$ cat src/rtl/ram_wr.sv
// ram_wr -- frame writer for a single-buffer RAM hand-off.
//
// Writes one frame of DEPTH words into RAM at addresses 0..DEPTH-1. Each
// word is (frame_cnt + addr) mod 2^DATA_W. The writer then raises
// buf_valid and waits for the reader to pulse rd_done. It counts every
// consumed frame and then either returns to idle or, with mode_cont=1,
// starts the next frame after exactly one idle cycle.
//
// Ports:
//   clk          sole clock, rising edge
//   rst          asynchronous active-high reset
//   start        request one frame write (acted on only in IDLE)
//   mode_cont    continuous framing, no start needed
//   abort        synchronous cancel of the current frame (highest priority)
//   rd_done      one-cycle pulse from the reader: buffer consumed
//   ram_wr_en    RAM write enable (registered)
//   ram_wr_addr  RAM write address, 0 whenever ram_wr_en=0 (registered)
//   ram_wr_data  RAM write data (registered)
//   buf_valid    complete frame in RAM, not yet consumed (registered)
//   busy         FSM not in IDLE (decoded from the state register)
//   frame_cnt    completed-and-consumed frame counter, wraps 255->0
//   ovf_err      sticky: start seen while not IDLE, cleared only by rst
module ram_wr #(
  parameter int DATA_W = 8,
  parameter int ADDR_W = 5,
  parameter int DEPTH  = 32
) (
  input  logic              clk,
  input  logic              rst,
  input  logic              start,
  input  logic              mode_cont,
  input  logic              abort,
  input  logic              rd_done,
  output logic              ram_wr_en,
  output logic [ADDR_W-1:0] ram_wr_addr,
  output logic [DATA_W-1:0] ram_wr_data,
  output logic              buf_valid,
  output logic              busy,
  output logic [7:0]        frame_cnt,
  output logic              ovf_err
);

  typedef enum logic [1:0] {
    IDLE    = 2'd0,
    WRITE   = 2'd1,
    WAIT_RD = 2'd2
  } state_t;

  localparam logic [ADDR_W-1:0] LAST_ADDR = ADDR_W'(DEPTH - 1);

  state_t            state_reg;
  logic [ADDR_W-1:0] addr_next;

  assign addr_next = ram_wr_addr + ADDR_W'(1);
  assign busy      = (state_reg != IDLE);

  always_ff @(posedge clk or posedge rst) begin
    if (rst) begin
      state_reg   <= IDLE;
      ram_wr_en   <= 1'b0;
      ram_wr_addr <= '0;
      ram_wr_data <= '0;
      buf_valid   <= 1'b0;
      frame_cnt   <= 8'd0;
      ovf_err     <= 1'b0;
    end else begin
      // Only a start sampled outside IDLE is an overrun; the start that
      // launches a frame is sampled while still in IDLE.
      if (start && (state_reg != IDLE)) begin
        ovf_err <= 1'b1;
      end

      case (state_reg)
        IDLE: begin
          ram_wr_en   <= 1'b0;
          ram_wr_addr <= '0;
          if (!abort && (start || mode_cont)) begin
            // The first word goes out on this edge, so addr 0 is visible
            // one cycle after start is sampled.
            state_reg   <= WRITE;
            ram_wr_en   <= 1'b1;
            ram_wr_addr <= '0;
            ram_wr_data <= DATA_W'(frame_cnt);
          end
        end

        WRITE: begin
          if (abort) begin
            state_reg   <= IDLE;
            ram_wr_en   <= 1'b0;
            ram_wr_addr <= '0;
            buf_valid   <= 1'b0;
          end else if (ram_wr_addr == LAST_ADDR) begin
            state_reg   <= WAIT_RD;
            ram_wr_en   <= 1'b0;
            ram_wr_addr <= '0;
            buf_valid   <= 1'b1;
          end else begin
            // frame_cnt is cast to DATA_W (extend or truncate); the sum
            // wraps mod 2^DATA_W.
            ram_wr_addr <= addr_next;
            ram_wr_data <= DATA_W'(frame_cnt) + DATA_W'(addr_next);
          end
        end

        WAIT_RD: begin
          ram_wr_en   <= 1'b0;
          ram_wr_addr <= '0;
          if (abort) begin
            state_reg <= IDLE;
            buf_valid <= 1'b0;
          end else if (rd_done) begin
            state_reg <= IDLE;
            buf_valid <= 1'b0;
            frame_cnt <= frame_cnt + 8'd1;
          end
        end

        default: begin
          state_reg   <= IDLE;
          ram_wr_en   <= 1'b0;
          ram_wr_addr <= '0;
          buf_valid   <= 1'b0;
        end
      endcase
    end
  end

endmodule

$ cat config.mk
export PLATFORM = sky130hd
export DESIGN_NAME = ram_wr
export DESIGN_NICKNAME = d
export VERILOG_FILES = /design/src/rtl/ram_wr.sv
export SDC_FILE = /design/constraint.sdc
export NUM_CORES = 1
export LEC_CHECK = 0
export ABC_AREA = 1
export CAP_MARGIN = 0
export CORE_MARGIN = 5
export CORE_UTILIZATION = 35
export DETAILED_ROUTE_END_ITERATION = 8
export SYNTH_ARGS = -nofsm -noshare
export SYNTH_HDL_FRONTEND = slang
export SYNTH_SLANG_ARGS = --single-unit
$ cat constraint.sdc
create_clock -name clk -period 4.3 [get_ports clk]
set_input_delay 0.86 -clock clk [delete_from_list [all_inputs] [get_ports clk]]
set_output_delay 0.86 -clock clk [all_outputs]
set_load 0.005 [all_outputs]
After elaboration in Yosys (flattened, before gate mapping)
Index checks and enable logic that the tools add are counted.
{"block": "word_totals", "out_inout_bits": 25, "regBits": 26, "input_bits": 6}
{"block": "classes", "addsub": 3, "reduce_logical": 11, "n_bitwise": 2, "eq_ne": 8, "mux": 22}
{"op": "$mux 8", "count": 3}
{"op": "$pmux 8 s2", "count": 1}
{"op": "$mux 5", "count": 3}
{"op": "$mux 2", "count": 5}
{"op": "$reduce_and 3->1", "count": 3}
{"op": "$add 8x1->8 const B", "count": 1}
{"op": "$add 8x5->8", "count": 1}
{"op": "$mux 1", "count": 7}
{"op": "$ne 2x2->1 const B", "count": 3}
{"op": "$ne 3x3->1 const B", "count": 2}
{"op": "$pmux 2 s3", "count": 1}
{"op": "$add 5x1->5 const B", "count": 1}
{"op": "$eq 5x5->1 const B", "count": 1}
{"op": "$reduce_and 4->1", "count": 1}
{"op": "$reduce_bool 2->1", "count": 2}
{"op": "$pmux 1 s3", "count": 1}
{"op": "$eq 2x1->1 const B", "count": 1}
{"op": "$eq 2x2->1 const B", "count": 1}
{"op": "$logic_and 1x1->1", "count": 2}
{"op": "$logic_not 2->1", "count": 1}
{"op": "$not 1->1", "count": 2}
{"op": "$pmux 1 s2", "count": 1}
{"op": "$logic_not 1->1", "count": 1}
{"op": "$logic_or 1x1->1", "count": 1}

Logic depth before layout (Yosys ltp)
{"block": "logic_depth", "ltp_word": 5, "ltp_mapped": 13}

Worst setup path after synthesis
No wires, ideal clock.
{"block": "synth_path", "path_kind": "flip-flop to flip-flop", "startpoint": "register ram_wr_addr[0]", "endpoint": "register ram_wr_data[5]", "setup_time_ps": 117, "period_less_slack_ps": 1996, "t_arrival_ps": 1878, "required_time_ps": 4183, "slack_ps": 2304, "path_buffers": 0, "path_stages_with_launch": 11, "path_cell_list": "dfrtp_1 ha_1 and3_1 ha_1 ha_1 nand2_1 nand3b_1 nand2_1 nand3_1 nand3_1 nand2_1"}
{"block": "synth_between", "elab_chain_len": 5}
{"element": "start, declared", "line_no": "35", "text": "output logic [ADDR_W-1:0] ram_wr_addr,"}
{"element": "start signal, assigned", "line_no": "101", "text": "ram_wr_addr <= addr_next;"}
{"element": "$add 5x1->5", "line_no": "54", "text": "assign addr_next = ram_wr_addr + ADDR_W'(1);"}
{"element": "$add 8x5->8", "line_no": "102", "text": "ram_wr_data <= DATA_W'(frame_cnt) + DATA_W'(addr_next);"}
{"element": "$mux 8", "line_no": "93", "text": "end else if (ram_wr_addr == LAST_ADDR) begin"}
{"element": "$mux 8", "line_no": "88", "text": "if (abort) begin"}
{"element": "$pmux 8 s2", "line_no": "73", "text": "case (state_reg)"}
{"element": "end signal, assigned", "line_no": "83", "text": "ram_wr_data <= DATA_W'(frame_cnt);"}
{"element": "end signal, assigned", "line_no": "102"}
{"element": "end, declared", "line_no": "36", "text": "output logic [DATA_W-1:0] ram_wr_data,"}
Parallel ways exist; a longest one is shown, timed or not. The select of a mux whose other input is x is not followed.
A chain may end at the register's enable or synchronous reset.

Final worst setup path
{"block": "layout_path", "startpoint": "register state_reg[0]", "endpoint": "output busy"}
{"block": "layout_between", "elab_chain_len": 1}
{"element": "start, declared", "line_no": "51", "text": "state_t state_reg;"}
{"element": "start signal, assigned", "line_no": "59", "text": "state_reg <= IDLE;"}
{"element": "start signal, assigned", "line_no": "80", "text": "state_reg <= WRITE;"}
{"element": "start signal, assigned", "line_no": "89", "text": "state_reg <= IDLE;"}
{"element": "$reduce_bool 2->1", "line_no": "55", "text": "assign busy = (state_reg != IDLE);"}
{"element": "end, declared", "line_no": "38", "text": "output logic busy,"}
Every way passes these cells.

==> impl_results.md <==
- Mean instance size in the synthesized netlist: 8.526 µm²
- Area of the multi-input gates: 698.2 µm²
- Post-CTS Hold Buffers: 0
- Post-DRT Antenna Nets: 0
- Pin count of the biggest net entering global routing: 27
- Run status: complete, no violations
- Relative slew slack: 0.3401
- Clk root buf: sky130_fd_sc_hd__clkbuf_8
- Number of buffer and inverter stages on the critical path: 2
- Top flop regs: frame_cnt: 8 flops, ram_wr_data: 8 flops, ram_wr_addr: 5 flops
- Residual overflow from global routing: 0
- Via count of the first global-routing pass: 1174
- Chip Width: 74.73 µm
- YS warnings: 0
- I/O Pins: 31
- Min Clock Period, post-route: 2.246 ns
- Hold path start: ovf_err
- Critical path's largest stage delay: 0.44 ns
- Clock tree from TritonCTS: built
- Setup_tns: 0 ns
- PostCTS Resize Cnt: 0
- Static leakage: 0.9570 nW
- Critical Path Source Type: flip-flop
- Register area: 650.6 µm²
- Cts bufs inserted: 3
- Wire length per cell: 12.25 µm
- Cell at the slowest stage of the critical path: sky130_fd_sc_hd__clkdlybuf4s50_1
- Count of input and output buffers: 30
- Start point of the critical path: state_reg[0]
- Clock latency on the worst-skew pair: 0.27 ns
- Via density per instance: 4.567
- Final Routed Wirelength: 3112 µm
- Top_reg_cell synth: sky130_fd_sc_hd__dfrtp_1
- Starting utilization of the core area: 0.3640
- Worst endpoint data arrival time: 1.39 ns
- # Max-Cap Violations: 0
- Clk pin slew, worst setup/hold paths: 0.09 ns
- Max-slew violations: 0
- # diodes: 0
- Core area: 4029 µm²
- Critical Path Sink Type: output port
- Netlist area before placement: 1466 µm²
- Critical path data required time: 3.44 ns
- Final critical-path share of the clock period: 0.5224
- Initial antenna violation count: 0
- Cells along the critical path: nor2_1, inv_1, clkdlybuf4s50_1
- Worst min-delay path class: reg2reg
- Pre-Repair DR Iteration Count: 4
- Worst ir drop on vdd: 0.09728 mV
- Setup violation total in the final timing report: 0
- Overall fraction of global-route tracks in use: 0.1249
- Crit-path leading delay family: buffers and inverters
- RSZ-0062 raised after global routing: no
- Number of nets in the synthesized netlist: 187
- P per Cell Area: 310.3 nW/µm²
- Layout Area Growth over Synthesis: 26.96%
- Setup Crit Path Kind: reg2out
- Layout fillers: 417
- Layout cells sized above 1: 0.1029
- Number of violations reported at the end of detailed-routing iteration 0: 80
- Count of cells along the worst hold path: 1
- Post-Syn Instances: 172
- Count of buffers added by post-CTS timing repair for setup: 0
- Placed wire-length estimate after detailed placement: 2415 µm
- Height of the chip: 74.73 µm
- Final hold violation count: 0
- CTS H-tree depth: 1
- Via count of the routed design: 1160
- DRC violations left: 0
- Maximum frequency from static timing analysis: 445.1 MHz
- Worst Max-Slew Pin Slew: 0.9887 ns
- Area of the die: 5585 µm²
- Logic depth of the worst register-to-register path: 10
- Number of placement rows: 23
- Count of flip-flops with a built-in enable after synthesis: 0
- Clock tree skew after final layout: 0.004448 ns
- Sequential fraction of the synthesis area: 0.4437
- Count of clock tree sinks: 26
- Post-route design area: 1862 µm²
- Placed Instance Area: 1807 µm²
- Number of distinct library cells after synthesis: 27
- Stages on worst setup path: 3
- First-pass GRT wire length: 5382 µm
- Buffer levels on the longest clock path: 2
- Fraction of registers with async set/reset: 1.000
- Nets@finish: 220
- GPL Wtd Cong: 0.8092
- Crit-path max FO: 4
- Number of register bits inferred by synthesis: 26
- Worst flop-to-flop path startpoint: ram_wr_addr[0]
-- through the flow --
stage | instances | util | worst slack [ns] | power, W | hold WS, ns
3_5_place_dp | 250 | 0.4484 | 2.073 | 0.0004241 | 0.4442
6_report | 254 | 0.4621 | 2.054 | 0.0005777 | 0.4586
4_1_cts | 254 | 0.4621 | 2.038 | 0.0005862 | 0.4658
2_1_floorplan | 172 | - | 2.304 | 0.0003605 | 0.4510
5_1_grt | 254 | 0.4621 | 1.953 | 0.0006123 | 0.5022
3_3_place_gp | 250 | 0.4484 | 2.088 | 0.0004226 | 0.4388
-- power by group --
part	internal [W]	switching (W)	total [W]
logic	0.0000692	0.0000630	0.000132
registers	0.000268	0.0000156	0.000283
clock network	0.0000820	0.0000801	0.000162
-- metal layers --
layer  vias up  part of all wire  global-route usage
met3         4             0.029             0.01202
li1        612                 -                   -
met4         0             0.018             0.04150
met5         -                 0                   0
met2        18              0.46              0.2059
met1       526              0.49              0.1725
-- cells by family (layout without fill, tap and decap cells) --
family / after synthesis / count (layout) / share of synthesized area
compound gates: 13 / 13 / 0.06400
xor+xnor: 9 / 9 / 0.05376
simple gates: 88 / 88 / 0.2765
flops: 26 / 26 / 0.4437
buf+inv: 27 / 59 / 0.08020
fa+ha+maj: 9 / 9 / 0.08191
-- synth_stat cells (2+ instances only) --
| cell | n | share of area |
|---|---|---|
| sky130_fd_sc_hd__nor2_1 | 11 | 0.028 |
| sky130_fd_sc_hd__ha_1 | 8 | 0.068 |
| sky130_fd_sc_hd__nand2_4 | 2 | 0.015 |
| sky130_fd_sc_hd__or2_2 | 2 | 0.0085 |
| sky130_fd_sc_hd__nor2_2 | 5 | 0.021 |
| sky130_fd_sc_hd__dfrtp_1 | 26 | 0.44 |
| sky130_fd_sc_hd__inv_1 | 23 | 0.059 |
| sky130_fd_sc_hd__a21oi_1 | 3 | 0.010 |
| sky130_fd_sc_hd__o21ai_0 | 4 | 0.014 |
| sky130_fd_sc_hd__nand4_1 | 2 | 0.0085 |
| sky130_fd_sc_hd__xor2_1 | 9 | 0.054 |
| sky130_fd_sc_hd__a31oi_2 | 3 | 0.026 |
| sky130_fd_sc_hd__nand3_1 | 13 | 0.044 |
| sky130_fd_sc_hd__nand2_1 | 48 | 0.12 |
-- path summary, 6_finish.rpt --
check / to / slack (ns)
hold / removal: ovf_err / 0.46
setup reg to reg: ram_wr_data[5] / 2.12
max in group asynchronous: ram_wr_addr[3] / 2.59
min in group asynchronous: frame_cnt[7] / 1.11
setup / recovery: busy / 2.05
hold reg to reg: ovf_err / 0.46
-- worst register-to-register path, cell delays in order (launching register included) --
cell and delay, ns:
sky130_fd_sc_hd__dfrtp_1 0.43, sky130_fd_sc_hd__ha_1 0.24, sky130_fd_sc_hd__and3_1 0.19, sky130_fd_sc_hd__ha_1 0.31
sky130_fd_sc_hd__ha_1 0.35, sky130_fd_sc_hd__nand2_1 0.06, sky130_fd_sc_hd__nand3b_1 0.15, sky130_fd_sc_hd__nand2_1 0.13
sky130_fd_sc_hd__nand3_1 0.09, sky130_fd_sc_hd__nand3_1 0.09, sky130_fd_sc_hd__nand2_1 0.05
-- area by class of cell --
type | count | area share
sequential | 26 | 0.3495
clock buffer | 4 | 0.02957
inverter | 25 | 0.05108
multi-input combinational | 119 | 0.3750
timing repair buffer | 30 | 0.1613
tap | 50 | 0.03360
-- cells in the final DEF, fill, tap and decap left out, drive strengths merged --
cell type / synthesis / final
clkdlybuf4s50: 0 / 30
nor2: 16 / 16
ha: 8 / 8
o21ai: 4 / 4
a31oi: 3 / 3
and3: 1 / 1
clkinv: 1 / 1
nand4: 2 / 2
nor3: 1 / 1
clkbuf: 0 / 4
nand3b: 1 / 1
fa: 1 / 1
o211ai: 1 / 1
inv: 24 / 24
a21oi: 3 / 3
nand3: 14 / 14
nand2: 51 / 51
dfrtp: 26 / 26
or2: 2 / 2
a21o: 1 / 1
xor2: 9 / 9
o22ai: 1 / 1
(Power assumes the default switching activity.)
